File: src/rtl/eth_frame_encap_if.sv
// Bundles the payload-FIFO side and the GMII transmit side of the Ethernet II framer.
// Also carries the framer's current state for debug and checker binding.
interface eth_frame_encap_if #(
  parameter int WIDTH = 8
);
  // Handshake: buffer_ready is a level (frames queued, saturating at 3), sampled only
  // while the framer is idle. buf_r_en is a read strobe with no back-pressure: every
  // cycle it is high pops one byte, and that byte must be on data_in the next cycle.
  // gmii_tx_en qualifies gmii_txd; pct_txed is a single-cycle completion pulse.
  logic             eth_tx_en;
  logic [1:0]       buffer_ready;
  logic [WIDTH-1:0] data_in;
  logic             buf_r_en;
  logic [7:0]       gmii_txd;
  logic             gmii_tx_en;
  logic             pct_txed;
  logic [3:0]       dbg_state;

  modport master (
    output eth_tx_en, buffer_ready, data_in,
    input  buf_r_en, gmii_txd, gmii_tx_en, pct_txed, dbg_state
  );

  modport slave (
    input  eth_tx_en, buffer_ready, data_in,
    output buf_r_en, gmii_txd, gmii_tx_en, pct_txed, dbg_state
  );
endinterface

File: src/rtl/eth_frame_encap.sv
// Ethernet II transmit framer: pulls a length-prefixed payload from the FIFO and emits
// preamble, SFD, MAC header, payload, zero padding and CRC-32 FCS on GMII.
module eth_frame_encap #(
  parameter logic [47:0] DEST_MAC    = 48'h40ac14dfbb66,
  parameter logic [47:0] SRC_MAC     = 48'he044e435dba6,
  parameter int          WIDTH       = 8,
  parameter int          MIN_PAYLOAD = 46,
  parameter int          MAX_PAYLOAD = 1500,
  parameter int          IFG_BYTES   = 12
) (
  input  logic             clk,
  input  logic             rst,
  eth_frame_encap_if.slave bus
);

  typedef enum logic [3:0] {
    S_IDLE, S_LEN, S_PRE, S_SFD, S_DST, S_SRC,
    S_LTYPE, S_PAYLOAD, S_PAD, S_FCS, S_IFG
  } state_t;

  state_t      state_q, state_d;
  logic [10:0] cnt_q, cnt_d;
  logic [10:0] len_q, len_d;
  logic [7:0]  len_hi_q, len_hi_d;
  logic [31:0] crc_q, crc_d;
  logic [7:0]  txd_q, txd_d;
  logic        tx_en_q, tx_en_d;
  logic        rd_q, rd_d;
  logic        pct_q, pct_d;

  logic [WIDTH-1:0] rd_word;
  logic [7:0]       rd_byte;
  logic [15:0]      raw_len;
  logic [10:0]      pad_last;
  logic [31:0]      fcs_word;
  logic [7:0]       tx_byte;

  function automatic logic [7:0] mac_byte(input logic [47:0] mac, input logic [2:0] idx);
    logic [47:0] sh;
    sh = mac << (8 * idx);
    return sh[47:40];
  endfunction

  function automatic logic [31:0] crc_step(input logic [31:0] crc, input logic [7:0] b);
    logic [31:0] c;
    c = crc;
    for (int i = 0; i < 8; i++) begin
      c = (c[0] ^ b[i]) ? ((c >> 1) ^ 32'hEDB88320) : (c >> 1);
    end
    return c;
  endfunction

  assign rd_word  = bus.data_in;
  assign rd_byte  = rd_word[7:0];
  assign pad_last = 11'(MIN_PAYLOAD - 1) - len_q;

  // Next state, counters and the read strobe for the following cycle.
  always_comb begin
    state_d  = state_q;
    cnt_d    = cnt_q + 11'd1;
    len_d    = len_q;
    len_hi_d = len_hi_q;
    rd_d     = 1'b0;
    raw_len  = {len_hi_q, rd_byte};
    case (state_q)
      S_IDLE: begin
        cnt_d = '0;
        if (bus.eth_tx_en && (bus.buffer_ready != 2'd0)) begin
          state_d = S_LEN;
          rd_d    = 1'b1;
        end
      end
      S_LEN: begin
        if (cnt_q == 11'd0) rd_d = 1'b1;
        if (cnt_q == 11'd1) len_hi_d = rd_byte;
        if (cnt_q == 11'd2) begin
          len_d   = (raw_len > 16'(MAX_PAYLOAD)) ? 11'(MAX_PAYLOAD) : raw_len[10:0];
          state_d = S_PRE;
          cnt_d   = '0;
        end
      end
      S_PRE: if (cnt_q == 11'd6) begin state_d = S_SFD; cnt_d = '0; end
      S_SFD: begin state_d = S_DST; cnt_d = '0; end
      S_DST: if (cnt_q == 11'd5) begin state_d = S_SRC; cnt_d = '0; end
      S_SRC: if (cnt_q == 11'd5) begin state_d = S_LTYPE; cnt_d = '0; end
      S_LTYPE: begin
        // Reads run one cycle ahead of the wire, so the first fetch overlaps the length field.
        rd_d = (cnt_q == 11'd0) ? (len_q != 11'd0) : (len_q >= 11'd2);
        if (cnt_q == 11'd1) begin
          state_d = (len_q != 11'd0) ? S_PAYLOAD : S_PAD;
          cnt_d   = '0;
        end
      end
      S_PAYLOAD: begin
        rd_d = ({1'b0, cnt_q} + 12'd2) < {1'b0, len_q};
        if (cnt_q == len_q - 11'd1) begin
          state_d = (len_q < 11'(MIN_PAYLOAD)) ? S_PAD : S_FCS;
          cnt_d   = '0;
        end
      end
      S_PAD: if (cnt_q == pad_last) begin state_d = S_FCS; cnt_d = '0; end
      S_FCS: if (cnt_q == 11'd3) begin state_d = S_IFG; cnt_d = '0; end
      S_IFG: if (cnt_q == 11'(IFG_BYTES - 1)) begin state_d = S_IDLE; cnt_d = '0; end
      default: begin state_d = S_IDLE; cnt_d = '0; end
    endcase
  end

  // Fixed header bytes are prepared one cycle early so they leave from a register.
  always_comb begin
    txd_d = 8'h00;
    case (state_d)
      S_PRE:   txd_d = 8'h55;
      S_SFD:   txd_d = 8'hD5;
      S_DST:   txd_d = mac_byte(DEST_MAC, cnt_d[2:0]);
      S_SRC:   txd_d = mac_byte(SRC_MAC, cnt_d[2:0]);
      S_LTYPE: txd_d = cnt_d[0] ? len_d[7:0] : {5'b0, len_d[10:8]};
      default: txd_d = 8'h00;
    endcase
  end

  // Payload bytes pass straight from the FIFO so each read lands on the wire one cycle later.
  always_comb begin
    fcs_word = ~crc_q;
    case (state_q)
      S_PAYLOAD: tx_byte = rd_byte;
      S_FCS:     tx_byte = fcs_word[{cnt_q[1:0], 3'b000} +: 8];
      default:   tx_byte = txd_q;
    endcase
  end

  always_comb begin
    crc_d = crc_q;
    if (state_q == S_IDLE) begin
      crc_d = '1;
    end else if ((state_q == S_DST) || (state_q == S_SRC) || (state_q == S_LTYPE) ||
                 (state_q == S_PAYLOAD) || (state_q == S_PAD)) begin
      crc_d = crc_step(crc_q, tx_byte);
    end
  end

  assign tx_en_d = (state_d == S_PRE) || (state_d == S_SFD) || (state_d == S_DST) ||
                   (state_d == S_SRC) || (state_d == S_LTYPE) || (state_d == S_PAYLOAD) ||
                   (state_d == S_PAD) || (state_d == S_FCS);
  assign pct_d   = (state_q == S_FCS) && (cnt_q == 11'd3);

  always_ff @(posedge clk) begin
    if (rst) begin
      state_q  <= S_IDLE;
      cnt_q    <= '0;
      len_q    <= '0;
      len_hi_q <= '0;
      crc_q    <= '1;
      txd_q    <= '0;
      tx_en_q  <= 1'b0;
      rd_q     <= 1'b0;
      pct_q    <= 1'b0;
    end else begin
      state_q  <= state_d;
      cnt_q    <= cnt_d;
      len_q    <= len_d;
      len_hi_q <= len_hi_d;
      crc_q    <= crc_d;
      txd_q    <= txd_d;
      tx_en_q  <= tx_en_d;
      rd_q     <= rd_d;
      pct_q    <= pct_d;
    end
  end

  assign bus.buf_r_en   = rd_q;
  assign bus.gmii_txd   = tx_byte;
  assign bus.gmii_tx_en = tx_en_q;
  assign bus.pct_txed   = pct_q;
  assign bus.dbg_state  = state_q;

endmodule

File: src/flat_wrapper.sv
// flat-port wrapper written by rule: the top's interface ports become plain ports
module eth_frame_encap_flat 
#(
  parameter logic [47:0] DEST_MAC    = 48'h40ac14dfbb66,
  parameter logic [47:0] SRC_MAC     = 48'he044e435dba6,
  parameter int          WIDTH       = 8,
  parameter int          MIN_PAYLOAD = 46,
  parameter int          MAX_PAYLOAD = 1500,
  parameter int          IFG_BYTES   = 12
)
  (clk, rst, bus_eth_tx_en, bus_buffer_ready, bus_data_in, bus_buf_r_en, bus_gmii_txd, bus_gmii_tx_en, bus_pct_txed, bus_dbg_state);
  eth_frame_encap_if #(.WIDTH(WIDTH)) bus_i ();
  input  logic clk;
  input  logic rst;
  input wire logic [$bits(bus_i.eth_tx_en)-1:0] bus_eth_tx_en;
  input wire logic [$bits(bus_i.buffer_ready)-1:0] bus_buffer_ready;
  input wire logic [$bits(bus_i.data_in)-1:0] bus_data_in;
  output wire logic [$bits(bus_i.buf_r_en)-1:0] bus_buf_r_en;
  output wire logic [$bits(bus_i.gmii_txd)-1:0] bus_gmii_txd;
  output wire logic [$bits(bus_i.gmii_tx_en)-1:0] bus_gmii_tx_en;
  output wire logic [$bits(bus_i.pct_txed)-1:0] bus_pct_txed;
  output wire logic [$bits(bus_i.dbg_state)-1:0] bus_dbg_state;
  assign bus_i.eth_tx_en = bus_eth_tx_en;
  assign bus_i.buffer_ready = bus_buffer_ready;
  assign bus_i.data_in = bus_data_in;
  assign bus_buf_r_en = bus_i.buf_r_en;
  assign bus_gmii_txd = bus_i.gmii_txd;
  assign bus_gmii_tx_en = bus_i.gmii_tx_en;
  assign bus_pct_txed = bus_i.pct_txed;
  assign bus_dbg_state = bus_i.dbg_state;
  eth_frame_encap #(.DEST_MAC(DEST_MAC), .SRC_MAC(SRC_MAC), .WIDTH(WIDTH), .MIN_PAYLOAD(MIN_PAYLOAD), .MAX_PAYLOAD(MAX_PAYLOAD), .IFG_BYTES(IFG_BYTES)) u_core (.clk(clk), .rst(rst), .bus(bus_i));
endmodule
File: config.mk
export PLATFORM = sky130hd
export DESIGN_NAME = eth_frame_encap_flat
export DESIGN_NICKNAME = d
export VERILOG_FILES = /design/src/rtl/eth_frame_encap_if.sv /design/src/rtl/eth_frame_encap.sv /design/src/flat_wrapper.sv
export SDC_FILE = /design/constraint.sdc
export NUM_CORES = 1
export LEC_CHECK = 0
export BUFFER_PORTS_ARGS = -buffer_cell sky130_fd_sc_hd__buf_2
export CORE_ASPECT_RATIO = 1.5
export CORE_MARGIN = 2
export CORE_UTILIZATION = 45
export CTS_CLUSTER_SIZE = 24
export DETAILED_ROUTE_END_ITERATION = 7
export HOLD_SLACK_MARGIN = 0.15
export PLACE_DENSITY = 0.62
export RECOVER_POWER = 100
export SLEW_MARGIN = 20
export SYNTH_ARGS = -nofsm -noshare
export SYNTH_HDL_FRONTEND = slang
export SYNTH_SLANG_ARGS = --single-unit
export TNS_END_PERCENT = 5
File: constraint.sdc
create_clock -name clk -period 5.12 [get_ports clk]
set_clock_uncertainty 0.2 [all_clocks]
set_input_delay 1.024 -clock clk [delete_from_list [all_inputs] [get_ports clk]]
set_output_delay 1.024 -clock clk [all_outputs]
set_load 0.05 [all_outputs]
# Yosys cells after proc, flatten, opt, wreduce, memory -nomap -nowiden
# Cells that the tools add are included.
# word_totals
ff_bits	77
out_inout_bits	15
mem_bits_ro	0
in_bits	13
n_memories	0
word_cells	123
latch_bits	0
ramBits	0
# op_classes
order_cmp	4
n_mux	40
bitwise_logic	17
multipliers	0
n_reduce_logical	20
eq_ne	26
div	0
n_addsub	4
n_shift	3
# op_table
op	n
$mux W32	8
$mux W11	11
$not A13 Y14	8
$pmux W11 S8	1
$shl A47 B6 Y48 const A	1
$shl A48 B6 Y48 const A	1
$mux W4	11
$pmux W4 S11	1
$pmux W8 S5	1
$eq A4 B3 Y1 const B	8
$not A32 Y32	1
$shiftx A32 B6 Y8	1
$eq A11 B11 Y1	2
$eq A11 B2 Y1 const B	2
$eq A11 B3 Y1 const B	2
$eq A4 B4 Y1 const B	5
$eq A4 B2 Y1 const B	4
$gt A16 B11 Y1 const B	1
$pmux W8 S2	1
$add A11 B2 Y12 const B	1
$lt A12 B11 Y1	1
$add A11 B1 Y11 const B	1
$eq A11 B1 Y1 const B	1
$eq A11 B4 Y1 const B	1
17 further kinds	39

# Longest topological paths before layout
# Gate-level depths: netlist (run 1).
# depth
ltp_word	19
mapped_depth	17
ltp_nobuf	15

# Least setup slack after synthesis (run 1)
# No wires, ideal clock.
# synth_path
path_type	flip-flop to flip-flop
startpoint	register u_core.cnt_q[0]
endpoint	register u_core.txd_q[6]
n_path_buf	2
period_less_slack_ps	3841
required_ps	4840
setup_time_ps	80
slack_ps	1279
stages_incl_launch_ff	14
arrival_ps	3561
path_cell_list	dfxtp_1 buf_4 clkbuf_1 inv_1 ha_1 nor4_1 o2111ai_1 o21a_1 nor4_4 nor2_1 ha_1 or4_1 a2bb2oi_1 o211ai_1
# synth_between
elab_chain_len	5
elab_cells_between_ends	39
classes_between	add/sub (1); eq/ne (13); shift (2); mux (23)
# synth_rtl
item	line_no	text
start: declaration	eth_frame_encap.sv:22	logic [10:0] cnt_q, cnt_d;
start signal: assignment	eth_frame_encap.sv:159	cnt_q <= cnt_d;
$add A11 B1 Y11, or another cell as far along	eth_frame_encap.sv:60	cnt_d = cnt_q + 11'd1;
$mux W11, or another cell as far along	eth_frame_encap.sv:103	S_IFG: if (cnt_q == 11'(IFG_BYTES - 1)) begin state_d = S_IDLE; cnt_d = '0; end
$pmux W11 S8 (*)	eth_frame_encap.sv:65	case (state_q)
net u_core.cnt_d[0]	eth_frame_encap.sv:22	
$shl A48 B6 Y48, or another cell as far along	eth_frame_encap.sv:40	sh = mac << (8 * idx);
$pmux W8 S5 (*)	eth_frame_encap.sv:111	case (state_d)
end signal: assignment	eth_frame_encap.sv:163	txd_q <= txd_d;
end: declaration	eth_frame_encap.sv:26	logic [7:0] txd_q, txd_d;
# The timed path passes the listed nets; every way through them passes the cells marked *.
# A chain may end at the register's enable or synchronous reset.

# Worst setup path in the final report (run 1)
# layout_path
startpoint	register u_core.state_q[3], in the netlist u_core.bus.dbg_state[3]
endpoint	register u_core.crc_q[20]
# layout_between
elab_chain_len	16
elab_cells_between_ends	32
classes_between	eq/ne (6); mux (9); bitwise (11); reduce/logical (6)
# layout_rtl
item	line_no	text
start: declaration	eth_frame_encap.sv:21	state_t state_q, state_d;
start signal: assignment	eth_frame_encap.sv:158	state_q <= state_d;
$eq A4 B4 Y1 or $eq A4 B3 Y1 (tied branches)	eth_frame_encap.sv:124, eth_frame_encap.sv:136	
$pmux W8 S2	eth_frame_encap.sv:124	case (state_q)
$xor A1 B1 Y1	eth_frame_encap.sv:48	c = (c[0] ^ b[i]) ? ((c >> 1) ^ 32'hEDB88320) : (c >> 1);
$mux W32	eth_frame_encap.sv:48	
$not A13 Y14 (no source line)	n/a	
$mux W32 (2 in a row)	eth_frame_encap.sv:48	
$not A13 Y14 (no source line)	n/a	
$mux W32	eth_frame_encap.sv:48	
$not A13 Y14 (no source line)	n/a	
$mux W32 (2 in a row)	eth_frame_encap.sv:48	
$not A13 Y14 (no source line)	n/a	
$mux W32	eth_frame_encap.sv:48	
$not A13 Y14 (no source line)	n/a	
$mux W32	eth_frame_encap.sv:48	
end signal: assignment	eth_frame_encap.sv:162	crc_q <= crc_d;
end: declaration	eth_frame_encap.sv:25	logic [31:0] crc_q, crc_d;
# Several ways; a longest one is shown, not always the timed one.

==> results of run 1 <==
layer usage:
| layer | vias to the layer above | part of all wire, % | global-route usage, % |
|---|---|---|---|
| met5 | - | 0 | 0 |
| met2 | 151 | 54 | 49.9 |
| met1 | 2521 | 37 | 27.7 |
| li1 | 2562 | - | - |
| met3 | 65 | 3.4 | 4.11 |
| met4 | 0 | 5.8 | 15.8 |
stage by stage:
stage	util, %	area (um2)	setup WS, ns
after floorplan	-	5920	1.28
after global placement	47.5	6120	0.988
after detailed placement	47.5	6120	0.948
after CTS	49.9	6430	0.921
after global routing	48.9	6310	0.431
final	48.9	6310	0.682
layout by cell type (no fill, tap or decap), types with 15 or more instances in the layout:
cell	count
sky130_fd_sc_hd__o21ai_0	30
sky130_fd_sc_hd__nand3_1	23
sky130_fd_sc_hd__nand2_1	61
sky130_fd_sc_hd__dfxtp_1	77
sky130_fd_sc_hd__xor2_1	46
sky130_fd_sc_hd__ha_1	24
sky130_fd_sc_hd__clkbuf_1	16
sky130_fd_sc_hd__nor2_1	94
sky130_fd_sc_hd__nand4_1	15
sky130_fd_sc_hd__xnor2_1	48
sky130_fd_sc_hd__a21oi_1	33
sky130_fd_sc_hd__inv_1	23
sky130_fd_sc_hd__o211ai_1	23
sequential cells by signal (all words and copies together), names as in the netlist:
| register | cells |
|---|---|
| u_core.bus.gmii_tx_en | 1 |
| u_core.cnt_q | 11 |
| u_core.bus.buf_r_en | 1 |
| u_core.crc_q | 32 |
| u_core.bus.dbg_state | 4 |
| u_core.txd_q | 8 |
| u_core.bus.pct_txed | 1 |
| u_core.len_hi_q | 8 |
| u_core.len_q | 11 |
cell families (layout without fill, tap and decap cells):
logic type      Yosys count  count (layout)  share of synthesized area, %
simple gates            276             276                          23.3
fa+ha+maj                24              24                          5.07
compound gates          154             154                          18.7
buf+inv                  72              76                          5.07
flops                    77              77                          26.0
mux                      12              12                          3.74
xor+xnor                103             103                          18.1
power groups by stage:
| stage | Combinational, mW | Sequential [mW] | Clock, mW |
|---|---|---|---|
| after global placement | 0.127 | 0.622 | 0 |
| after CTS | 0.126 | 0.608 | 0.680 |
| after floorplan | 0.0788 | 0.627 | 0 |
| final | 0.123 | 0.609 | 0.669 |
| after detailed placement | 0.126 | 0.622 | 0 |
| after global routing | 0.133 | 0.609 | 0.700 |
Yosys cell counts, types with 6 or more instances:
cell type                  number  share of area [%]
sky130_fd_sc_hd__or3_1          7               0.74
sky130_fd_sc_hd__and3_1         9               0.95
sky130_fd_sc_hd__o22ai_1        7               0.74
sky130_fd_sc_hd__nand3_1       23                1.9
sky130_fd_sc_hd__o211ai_1      23                2.9
sky130_fd_sc_hd__inv_1         23                1.5
sky130_fd_sc_hd__ha_1          24                5.1
sky130_fd_sc_hd__mux4_2         8                3.0
sky130_fd_sc_hd__nor4_1         6               0.63
sky130_fd_sc_hd__nor2_1        93                5.9
sky130_fd_sc_hd__nor2b_1        9               0.95
sky130_fd_sc_hd__a21oi_1       34                2.9
sky130_fd_sc_hd__nand2_1       61                3.9
sky130_fd_sc_hd__buf_2          8               0.68
sky130_fd_sc_hd__o21ai_0       30                2.5
sky130_fd_sc_hd__xor2_1        41                6.1
sky130_fd_sc_hd__nand2b_1       8               0.84
sky130_fd_sc_hd__a221o_1        8                1.4
sky130_fd_sc_hd__nand4_1       15                1.6
sky130_fd_sc_hd__nor3_1        12                1.0
sky130_fd_sc_hd__clkbuf_1      34                2.2
sky130_fd_sc_hd__xnor2_1       47                6.9
sky130_fd_sc_hd__o21a_1         7               0.89
sky130_fd_sc_hd__dfxtp_1       77                 26
final cells by class:
cell class / count / area (um2)
clock inverter: 7 / 80.1
tap: 159 / 199
fill: 1281 / 6580
clock buffer: 9 / 225
multi-input combinational: 569 / 3990
timing repair buffer: 37 / 188
inverter: 23 / 86.3
sequential: 77 / 1540
tightest hold or removal path, stage by stage, from the launching register on:
cell and delay, ns:
sky130_fd_sc_hd__dfxtp_1 0.31, sky130_fd_sc_hd__nand2_1 0.05, sky130_fd_sc_hd__a21oi_1 0.05
final timing paths:
kind                                                          from                         endpoint  slack (ns)  depth (start not counted)
worst max-delay path            u_core.bus.dbg_state[3]$_SDFF_PP0_    u_core.crc_q[20]$_SDFFE_PP1P_        0.68                          8
worst max register to register  u_core.bus.dbg_state[3]$_SDFF_PP0_    u_core.crc_q[20]$_SDFFE_PP1P_        0.68                          8
worst min register to register     u_core.len_hi_q[4]$_SDFFE_PP0P_  u_core.len_hi_q[4]$_SDFFE_PP0P_        0.25                          2
worst min-delay path               u_core.len_hi_q[4]$_SDFFE_PP0P_  u_core.len_hi_q[4]$_SDFFE_PP0P_        0.25                          2
==> results.txt, run 1 <==
- Run status: completed
- The number of failing hold endpoints at the final stage was 0.
- Registers are responsible for 43.4% of the overall power.
* Final number of max-transition violations: 0
- Die Area: 14,100 um2
- Setup violations remaining at the end of the flow were counted as 0.
- The number of antenna violations at the first check in global routing was 0.
* Boundary Pins: 28
* Average wire per standard cell: 20.8 um
- In this run, synthesis inferred 0 flip-flops with an integrated enable.
- At the pin with the least slew margin, the transition time is 1.25 ns.
- Power density over cell area: 222 nW/um2
* Max transition margin: 15.9%
- CP bufs+invs: 0
* Wire length of the first global-routing pass: 29,000 um
* Cell area after technology mapping: 5920 um2
- The tightest min-delay check is of the flip-flop to flip-flop type.
- Flip-flop and latch count after synthesis: 77
- Cell Chain, Critical Path: and4b_1 > nor2_1 > a221o_1 > xor2_1 > xnor2_4 > xnor2_2 > xor3_1 > o211ai_1
- Number of nets at the end of the flow: 754
- Overall power of the completed layout: 1.40 mW
- Summed over all layers, the routed wires come to 18,300 um.
* Share of post-route cells with drive strength above 1: 8.45%
- Summed over all nets, the half-perimeter wirelength after detailed placement is 14,100 um.
- STA classifies the critical path startpoint as a flip-flop.
- The clock passes through at most 2 buffers.
* Net switching power: 373 uW
* CP Data Arrival Time: 4.51 ns
* Worst ir drop on vdd: 139 uV
* Clock buffer count from CTS: 9
- Height of the die: 145 um
- # resized after CTS: 0
- Gpl congestion: 0.978
- Number of max-capacitance violations reported: 0
* # placed instances: 865
- In this run the worst path has a maximum fanout of 19.
* Setup Total Neg Slack: 0 ns
- Via count of the first global-routing pass: 5,284
- TritonCTS built the clock tree.
* Std cell rows: 51
- Netlist cell types: 81
* Internal power component: 1.03 mW
- After detailed routing, the number of vias per cell comes to 6.01.
- Maximum frequency from static timing analysis: 225 MHz
* Buffers on Ports: 27
- Leakage component of the power: 2.44 nW
- After synthesis, the share of flip-flops with an asynchronous set or reset is 0%.
- Data required time at the worst endpoint: 5.19 ns
- Total number of vias: 5,299
- The clock period could shrink to 4.44 ns.
- The detail route stage leaves a number of antenna-violating nets equal to 0.
* Violation count after the first detailed-route iteration: 335
* Insertion delay to the later sink of the worst-skew pair: 0.35 ns
- Smallest hold slack: 0.254 ns
* Initial Utilization: 46.0%
* Global Route Usage Sum: 26.5%
- CTS placed an instance of sky130_fd_sc_hd__clkbuf_16 at the clock tree root.
- Post-CTS repair timing setup buffer count: 0
- Part of the power in the clock network: 47.8%
- Before antenna repair, the detailed router went through 4 iterations.
- The number of hold buffers added after CTS was 0.
- Prevailing post-synth register cell: sky130_fd_sc_hd__dfxtp_1
* CTS clk-pin slew, worst paths: 0.07 ns
- The region available for standard cell placement spans 12,900 um2.
- Counting every instance in the synthesized netlist gives 718.
- WS Path Type: flip-flop to flip-flop
- Crit path largest cell delay: 0.82 ns
- CP endpoint kind: flip-flop
* Switching share of power: 26.6%
* Synth Warn #: 0
* Kind of cell adding the most delay to the critical path: XOR/XNOR gates
- Die boundary width: 97.7 um
- Dividing the synthesized area by the synthesized cell count gives 8.25 um2.
- Compared with the post-synthesis result, the final layout area differs by 6.49%.
* Final Cycle Share: 86.7%
* CTS H-tree lvls: 3
* Sinks on Clock Net: 77
* Maximum number of pins on one net before global-route repair: 48
- In this run, the combinational gates consume 8.8% of the power.
* Number of standard cells in the layout, taps in and fillers out: 881
* Setup repair after global routing missed its margin: no
- DRC Markers: 0
- GRT Residual Overflow: 0
* Cell at the slowest stage of the critical path: sky130_fd_sc_hd__xor2_1
* Antenna Cells: 0
- The share of the Yosys chip area taken by registers is 26.0%.
- Counting every net in the synthesized netlist gives 755.
Power figures use the tool's default switching activity.
==> inputs of run 2 (changes only) <==
Settings changed: CORE_ASPECT_RATIO 1.5 to 0.8.
==> results.txt, run 2 (same netlist as run 1, synthesis figures left out) <==
* Cell at the root of the clock tree: sky130_fd_sc_hd__clkbuf_16
* Setup-violating endpoint count in the final report: 0 (unchanged)
- Clock buffer count from CTS: 9 (unchanged)
- The global-route usage over all layers came to 26.2% (-0.30 points).
- WS Path Type: flip-flop to flip-flop
- Critical Path Source Type: flip-flop
- The worst path arrival time was 4.70 ns (+0.19 ns).
* Post-Layout Inst Area: 6340 um2 (+0.54%)
* Insertion delay to the later sink of the worst-skew pair: 0.34 ns (about the same)
- Boundary Pins: 28 (unchanged)
* Sinks on Clock Net: 77 (unchanged)
- Highest-count cells in the layout ignoring fill and taps: sky130_fd_sc_hd__nor2_1 (94), sky130_fd_sc_hd__dfxtp_1 (77), sky130_fd_sc_hd__nand2_1 (61)
- Std cell rows: 37 (-27%)
* TritonCTS clock tree: yes
* Setup Total Neg Slack: 0 ns (unchanged)
- Average wire per standard cell: 19.9 um (-4.3%)
- In this run the critical register-to-register path is captured at u_core.crc_q[24]$_SDFFE_PP1P_.
- Post-CTS repair timing setup buffer count: 0 (unchanged)
* Number of antenna violations at the first check in global routing: 0 (unchanged)
* Initial Utilization: 46.0% (+0.071 points)
* Die Area: 14,100 um2 (about the same)
- The horizontal extent of the die came to 132 um (+35%).
- The clock-pin slew of the registers on the worst-case setup and hold paths was 0.06 ns (about the same).
- Wire length of the first global-routing pass: 28,800 um (-0.74%)
- The count of maximum capacitance violations came to 0 (unchanged).
- Setup repair after global routing left no endpoint under its margin.
- The depth of the most critical reg-to-reg path is 9 (+1).
- The wire length reported by the detailed router is 17,900 um (-2.5%).
* Violation count after the first detailed-route iteration: 559 (+67%)
* Max clock buf depth: 2 (unchanged)
- The routability congestion estimate came to 0.990 (+1.3%).
- CTS H-tree lvls: 3 (unchanged)
- The critical path ends at u_core.crc_q[24]$_SDFFE_PP1P_.
- The maximum frequency from static timing analysis was 213 MHz (-5.4%).
* Worst-path maximum fanout: 15 (-4)
- Leakage component of the power: 2.44 nW (+0.21%)
- Transition time at the pin with the least slew margin: 1.33 ns (+0.0885 ns)
- The number of global-route vias before repair was 5,062 (-4.2%).
- The pin count of the biggest net entering global routing is 48 (unchanged).
* Number of fill cells: 1,304 (+1.8%)
- The die outline height came to 107 um (-26%).
- CP endpoint kind: flip-flop
- Hold crit path type: flip-flop to flip-flop
- Biggest registers after layout: u_core.crc_q x32, u_core.cnt_q x11, u_core.len_q x11
- Number of nets at the end of the flow: 755 (+0.13%)
- The register-to-register setup slack was 0.43 ns (-0.25 ns).
- The number of routed nets with antenna violations is 0 (unchanged).
* Buffers on Ports: 27 (unchanged)
- The final worst-path cycle share was 91.6% (+4.9 points).
* Critical R2R Launch: u_core.bus.dbg_state[0]$_SDFF_PP0_
- Power density over cell area: 226 nW/um2 (+1.8%)
- GRT Residual Overflow: 0 (unchanged)
- DRC Markers: 0 (unchanged)
- Area growth, synth to finish: 7.06%
* Antenna Cells: 0 (unchanged)
* Detailed placer's ending HPWL: 13,000 um (-7.6%)
- The number of pins with negative max-slew slack in the final report came to 0 (unchanged).
- The per-cell via count in the routed design was 6.06 (+0.68%).
- The minimum clock period is 4.69 ns (+0.251 ns).
- The required arrival time at the worst endpoint is 5.13 ns (-0.06 ns).
- Run status: completed
- Total number of vias: 5,438 (+2.6%)
- Worst ir drop on vdd: 174 uV (+25%)
- Share of post-route cells with drive strength above 1: 8.44% (-0.012 points)
- The number of flip-flops in the largest register came to 32 (unchanged).
- The cell area reported after detailed placement came to 6150 um2 (+0.45%).
- Final count of hold timing violations: 0 (unchanged)
* Hold buffers post-CTS: 0 (unchanged)
* Launch point of the critical path: u_core.bus.dbg_state[0]$_SDFF_PP0_
- The relative slew slack is 9.97% (-6.0 points).
- # placed instances: 882 (+2.0%)
- The number of detailed-routing iterations run before antenna repair came to 8 (+4).
- # resized after CTS: 0 (unchanged)
* Number of standard cells in the layout, taps in and fillers out: 898 (+1.9%)
* Floorplan Core Area: 12,900 um2 (-0.16%)
* Most flop-heavy register: u_core.crc_q
- Leaving out fill and tap cells, the most frequent cell in the layout is sky130_fd_sc_hd__nor2_1.
[run 2: changes by cell type in the layout (fill, tap and decap cells not counted), sizes merged]
cell,delta
inv,-3
clkbuf,+2
bufinv,+1
clkinv,+1
[run 2: layer usage]
layer / global-route usage [%] / wire length (um) / vias to the layer above
met5: 0 / 0 / -
met4: 6.99 / 282 / 0
met3: 6.71 / 1660 / 21
met2: 35.8 / 7130 / 245
met1: 40.2 / 8790 / 2599
li1: - / - / 2573
[run 2: how the worst min path moves through the flow]
| stage | start | to | slack [ns] | depth (start not counted) |
|---|---|---|---|---|
| after global routing | u_core.len_hi_q[4]$_SDFFE_PP0P_ | u_core.len_hi_q[4]$_SDFFE_PP0P_ | 0.28 | 2 |
| after detailed placement | u_core.len_hi_q[4]$_SDFFE_PP0P_ | u_core.len_hi_q[4]$_SDFFE_PP0P_ | 0.25 | 2 |
| after floorplan | u_core.len_hi_q[6]$_SDFFE_PP0P_ | u_core.len_hi_q[6]$_SDFFE_PP0P_ | 0.23 | 2 |
| after global placement | u_core.len_hi_q[6]$_SDFFE_PP0P_ | u_core.len_hi_q[6]$_SDFFE_PP0P_ | 0.23 | 2 |
| final | u_core.len_hi_q[4]$_SDFFE_PP0P_ | u_core.len_hi_q[4]$_SDFFE_PP0P_ | 0.25 | 2 |
| after CTS | u_core.len_hi_q[4]$_SDFFE_PP0P_ | u_core.len_hi_q[4]$_SDFFE_PP0P_ | 0.25 | 2 |
[run 2: layout make-up]
cell class / count / area, um2 / share of cell area, %
multi-input cells: 569 / 3990 / 62.9
flip-flops and latches: 77 / 1540 / 24.3
clock buffers: 10 / 229 / 3.61
well taps: 175 / 219 / 3.45
repair buffers: 38 / 191 / 3.02
clock inverters: 6 / 86.3 / 1.36
inverters: 23 / 86.3 / 1.36
[run 2: per-stage QoR]
step                      util (%)  hold WS [ns]  setup WS [ns]  power [mW]
after floorplan                  -         0.226           1.28       0.706
after global placement        47.8         0.233           1.02       0.747
after detailed placement      47.8         0.246          0.911       0.748
after CTS                     50.2         0.254          0.874        1.45
after global routing          49.3         0.276          0.254        1.48
final                         49.3         0.250          0.431        1.43
[run 2: worst max-delay path, stage by stage, from the launching register on]
cell	delay, ns
sky130_fd_sc_hd__dfxtp_1	0.59
sky130_fd_sc_hd__and4b_1	0.75
sky130_fd_sc_hd__nor2_1	0.36
sky130_fd_sc_hd__a221o_1	0.45
sky130_fd_sc_hd__xor2_2	0.17
sky130_fd_sc_hd__clkbuf_1	0.28
sky130_fd_sc_hd__xnor2_1	0.85
sky130_fd_sc_hd__xnor3_1	0.61
sky130_fd_sc_hd__xnor2_1	0.20
sky130_fd_sc_hd__o211ai_1	0.10
[run 2: where the power goes]
group,internal (mW),leakage [nW],total [mW],switching [mW]
Sequential,0.603,0.622,0.609,0.00545
Combinational,0.0400,1.67,0.125,0.0849
Clock,0.427,0.153,0.701,0.273
==> inputs of run 3 (changes only) <==
Settings changed: CORE_MARGIN 2 to not set.
Clock period 5.12 ns to 5.6 ns, I/O delays scaled along.
==> results.txt, run 3 (same netlist as run 1, synthesis figures left out) <==
- Leakage component of the power: 2.41 nW (-1.3%)
* Max transition margin: 10.9% (+0.90 points)
- CP Data Arrival Time: 4.80 ns (+0.10 ns)
* Final number of max-transition violations: 0 (unchanged)
- The post-cts sizing count is 0 (unchanged).
* Detail-routed via count per cell: 6.11 (+0.86%)
* Final count of hold timing violations: 0 (unchanged)
- The clock latency reported for the late side of the worst-skew pair is 0.34 ns (about the same).
- The global-route usage over all layers was 26.9% (+0.74 points).
- The number of cells on the worst hold path was 2 (unchanged).
- Height of the die: 105 um (-1.9%)
* Wire length of the first global-routing pass: 27,700 um (-3.9%)
- Highest-count cells in the layout ignoring fill and taps: sky130_fd_sc_hd__nor2_1 (94), sky130_fd_sc_hd__dfxtp_1 (77), sky130_fd_sc_hd__nand2_1 (61)
- Most common cell after layout, fill and taps aside: sky130_fd_sc_hd__nor2_1
* Via count of the first global-routing pass: 4,948 (-2.3%)
- Detailed placer's ending HPWL: 13,100 um (+1.0%)
- Data required time at the worst endpoint: 5.67 ns (+0.54 ns)
* Setup-violating endpoint count in the final report: 0 (unchanged)
- The depth of the most critical reg-to-reg path was 8 (-1).
- The path with the worst hold slack has its endpoint at u_core.len_hi_q[5]$_SDFFE_PP0P_.
* GRT Residual Overflow: 0 (unchanged)
- Post-CTS repair timing setup buffer count: 0 (unchanged)
* Hold buffers post-CTS: 0 (unchanged)
* Min-Delay Startpoint: u_core.len_hi_q[5]$_SDFFE_PP0P_
- Initial Utilization: 46.0% (unchanged)
- CTS H-tree lvls: 3 (unchanged)
- The pin slew with the least headroom to its limit came to 1.32 ns (-0.0134 ns).
- The number of nets in the finished design was 750 (-0.66%).
* Setup repair after global routing missed its margin: no
- WS Path Type: flip-flop to flip-flop
- Clock period minus final worst setup slack: 4.73 ns (+0.0454 ns)
* Die boundary width: 130 um (-1.5%)
* Count of TritonRoute iterations in the first routing pass: 6 (-2)
- Clock buffer count from CTS: 9 (unchanged)
* Floorplan Core Area: 12,900 um2 (unchanged)
- Average wire per standard cell: 19.7 um (-1.0%)
* Hold crit path type: flip-flop to flip-flop
* Gpl congestion: 0.938 (-5.3%)
- End of the worst register-to-register path: u_core.crc_q[20]$_SDFFE_PP1P_
- STA classifies the critical path endpoint as a flip-flop.
- Area growth, synth to finish: 5.98%
* Flip-flop count of the largest register after layout: 32 (unchanged)
* CTS clk-pin slew, worst paths: 0.06 ns (about the same)
- Final Cycle Share: 84.5% (-7.0 points)
- Total number of vias: 5,454 (+0.29%)
* Setup Total Neg Slack: 0 ns (unchanged)
* Critical R2R Launch: u_core.bus.dbg_state[3]$_SDFF_PP0_
- Max clock buf depth: 2 (unchanged)
- FF-to-FF setup slack: 0.87 ns (+0.43 ns)
- The overall power of the completed layout came to 1.31 mW (-8.8%).
- Std cell rows: 37 (unchanged)
- The floorplan die area is 13,600 um2 (-3.4%).
* Share of post-route cells with drive strength above 1: 7.66% (-0.78 points)
- Cell at the root of the clock tree: sky130_fd_sc_hd__clkbuf_16
* Critical Path Source Type: flip-flop
- The worst supply voltage drop on vdd came to 160 uV (-7.5%).
- Maximum frequency from static timing analysis: 211 MHz (-0.96%)
- The wire length reported by the detailed router was 17,600 um (-1.6%).
* Number of max-capacitance violations reported: 0 (unchanged)
* Most flop-heavy register: u_core.crc_q
* Number of antenna violations at the first check in global routing: 0 (unchanged)
* DRC Markers: 0 (unchanged)
- The count of boundary I/O pins was 28 (unchanged).
- TritonCTS clock tree: yes
- The pin count of the biggest net entering global routing was 48 (unchanged).
- The number of routed nets with antenna violations came to 0 (unchanged).
- The number of diodes is 0 (unchanged).
- Buffers on Ports: 27 (unchanged)
* Worst-path maximum fanout: 19 (+4)
- Run status: completed
- The power density over the cells was 208 nW/um2 (-7.9%).
- In the final layout, the registers with the most flip-flops are u_core.crc_q x32, u_core.cnt_q x11, u_core.len_q x11.
- Violation count after the first detailed-route iteration: 685 (+23%)
- Sinks on Clock Net: 77 (unchanged)
run 3: report_power, final:
part | switching, mW | internal [mW] | total [mW]
combinational | 0.0727 | 0.0363 | 0.109
sequential | 0.00810 | 0.552 | 0.560
clock | 0.248 | 0.392 | 0.639
total | 0.328 | 0.980 | 1.31
run 3: worst max path at each step:
stage | start | endpoint | slack [ns] | depth (start not counted)
2_1_floorplan | u_core.cnt_q[0]$_SDFF_PP0_ | u_core.txd_q[6]$_SDFF_PP0_ | 1.76 | 13
3_3_place_gp | u_core.len_q[2]$_SDFF_PP0_ | u_core.txd_q[1]$_SDFF_PP0_ | 1.50 | 14
3_5_place_dp | u_core.len_q[2]$_SDFF_PP0_ | u_core.txd_q[6]$_SDFF_PP0_ | 1.35 | 13
4_1_cts | u_core.len_q[2]$_SDFF_PP0_ | u_core.txd_q[1]$_SDFF_PP0_ | 1.34 | 14
5_1_grt | u_core.bus.dbg_state[3]$_SDFF_PP0_ | u_core.crc_q[23]$_SDFFE_PP1P_ | 0.53 | 8
6_report | u_core.bus.dbg_state[3]$_SDFF_PP0_ | u_core.crc_q[20]$_SDFFE_PP1P_ | 0.87 | 8
run 3: critical path, stage by stage, from the launching register on:
cell and delay, ns:
sky130_fd_sc_hd__dfxtp_1 0.67, sky130_fd_sc_hd__and4b_1 0.49, sky130_fd_sc_hd__nor2_1 0.63, sky130_fd_sc_hd__a221o_1 0.32, sky130_fd_sc_hd__xor2_1 0.68, sky130_fd_sc_hd__xnor2_1 0.44, sky130_fd_sc_hd__xnor2_1 0.63, sky130_fd_sc_hd__xor3_1 0.43
sky130_fd_sc_hd__o211ai_1 0.16
run 3: layout make-up:
type | count | area [um2]
repair buffers | 33 | 159
multi-input cells | 569 | 3950
inverters | 23 | 86.3
clock inverters | 7 | 97.6
clock buffers | 9 | 225
well taps | 175 | 219
fillers | 1273 | 6590
flip-flops and latches | 77 | 1540
run 3: routing by layer:
layer / track usage, % / routed length (um) / up-vias
li1: - / - / 2558
met1: 43.7 / 8920 / 2641
met2: 34.4 / 6860 / 239
met3: 6.55 / 1630 / 16
met4: 5.90 / 172 / 0
met5: 0 / 0 / -
run 3: per-stage QoR:
| stage | worst slack (ns) | area (um2) | utilization [%] | cells | hold slack (ns) |
|---|---|---|---|---|---|
| finish | 0.866 | 6280 | 48.8 | 893 | 0.252 |
| global placement | 1.50 | 6110 | 47.5 | 877 | 0.235 |
| detailed placement | 1.35 | 6110 | 47.5 | 877 | 0.246 |
| floorplan | 1.76 | 5920 | - | 718 | 0.226 |
| CTS | 1.34 | 6430 | 50.0 | 893 | 0.254 |
| global route | 0.529 | 6280 | 48.8 | 893 | 0.295 |
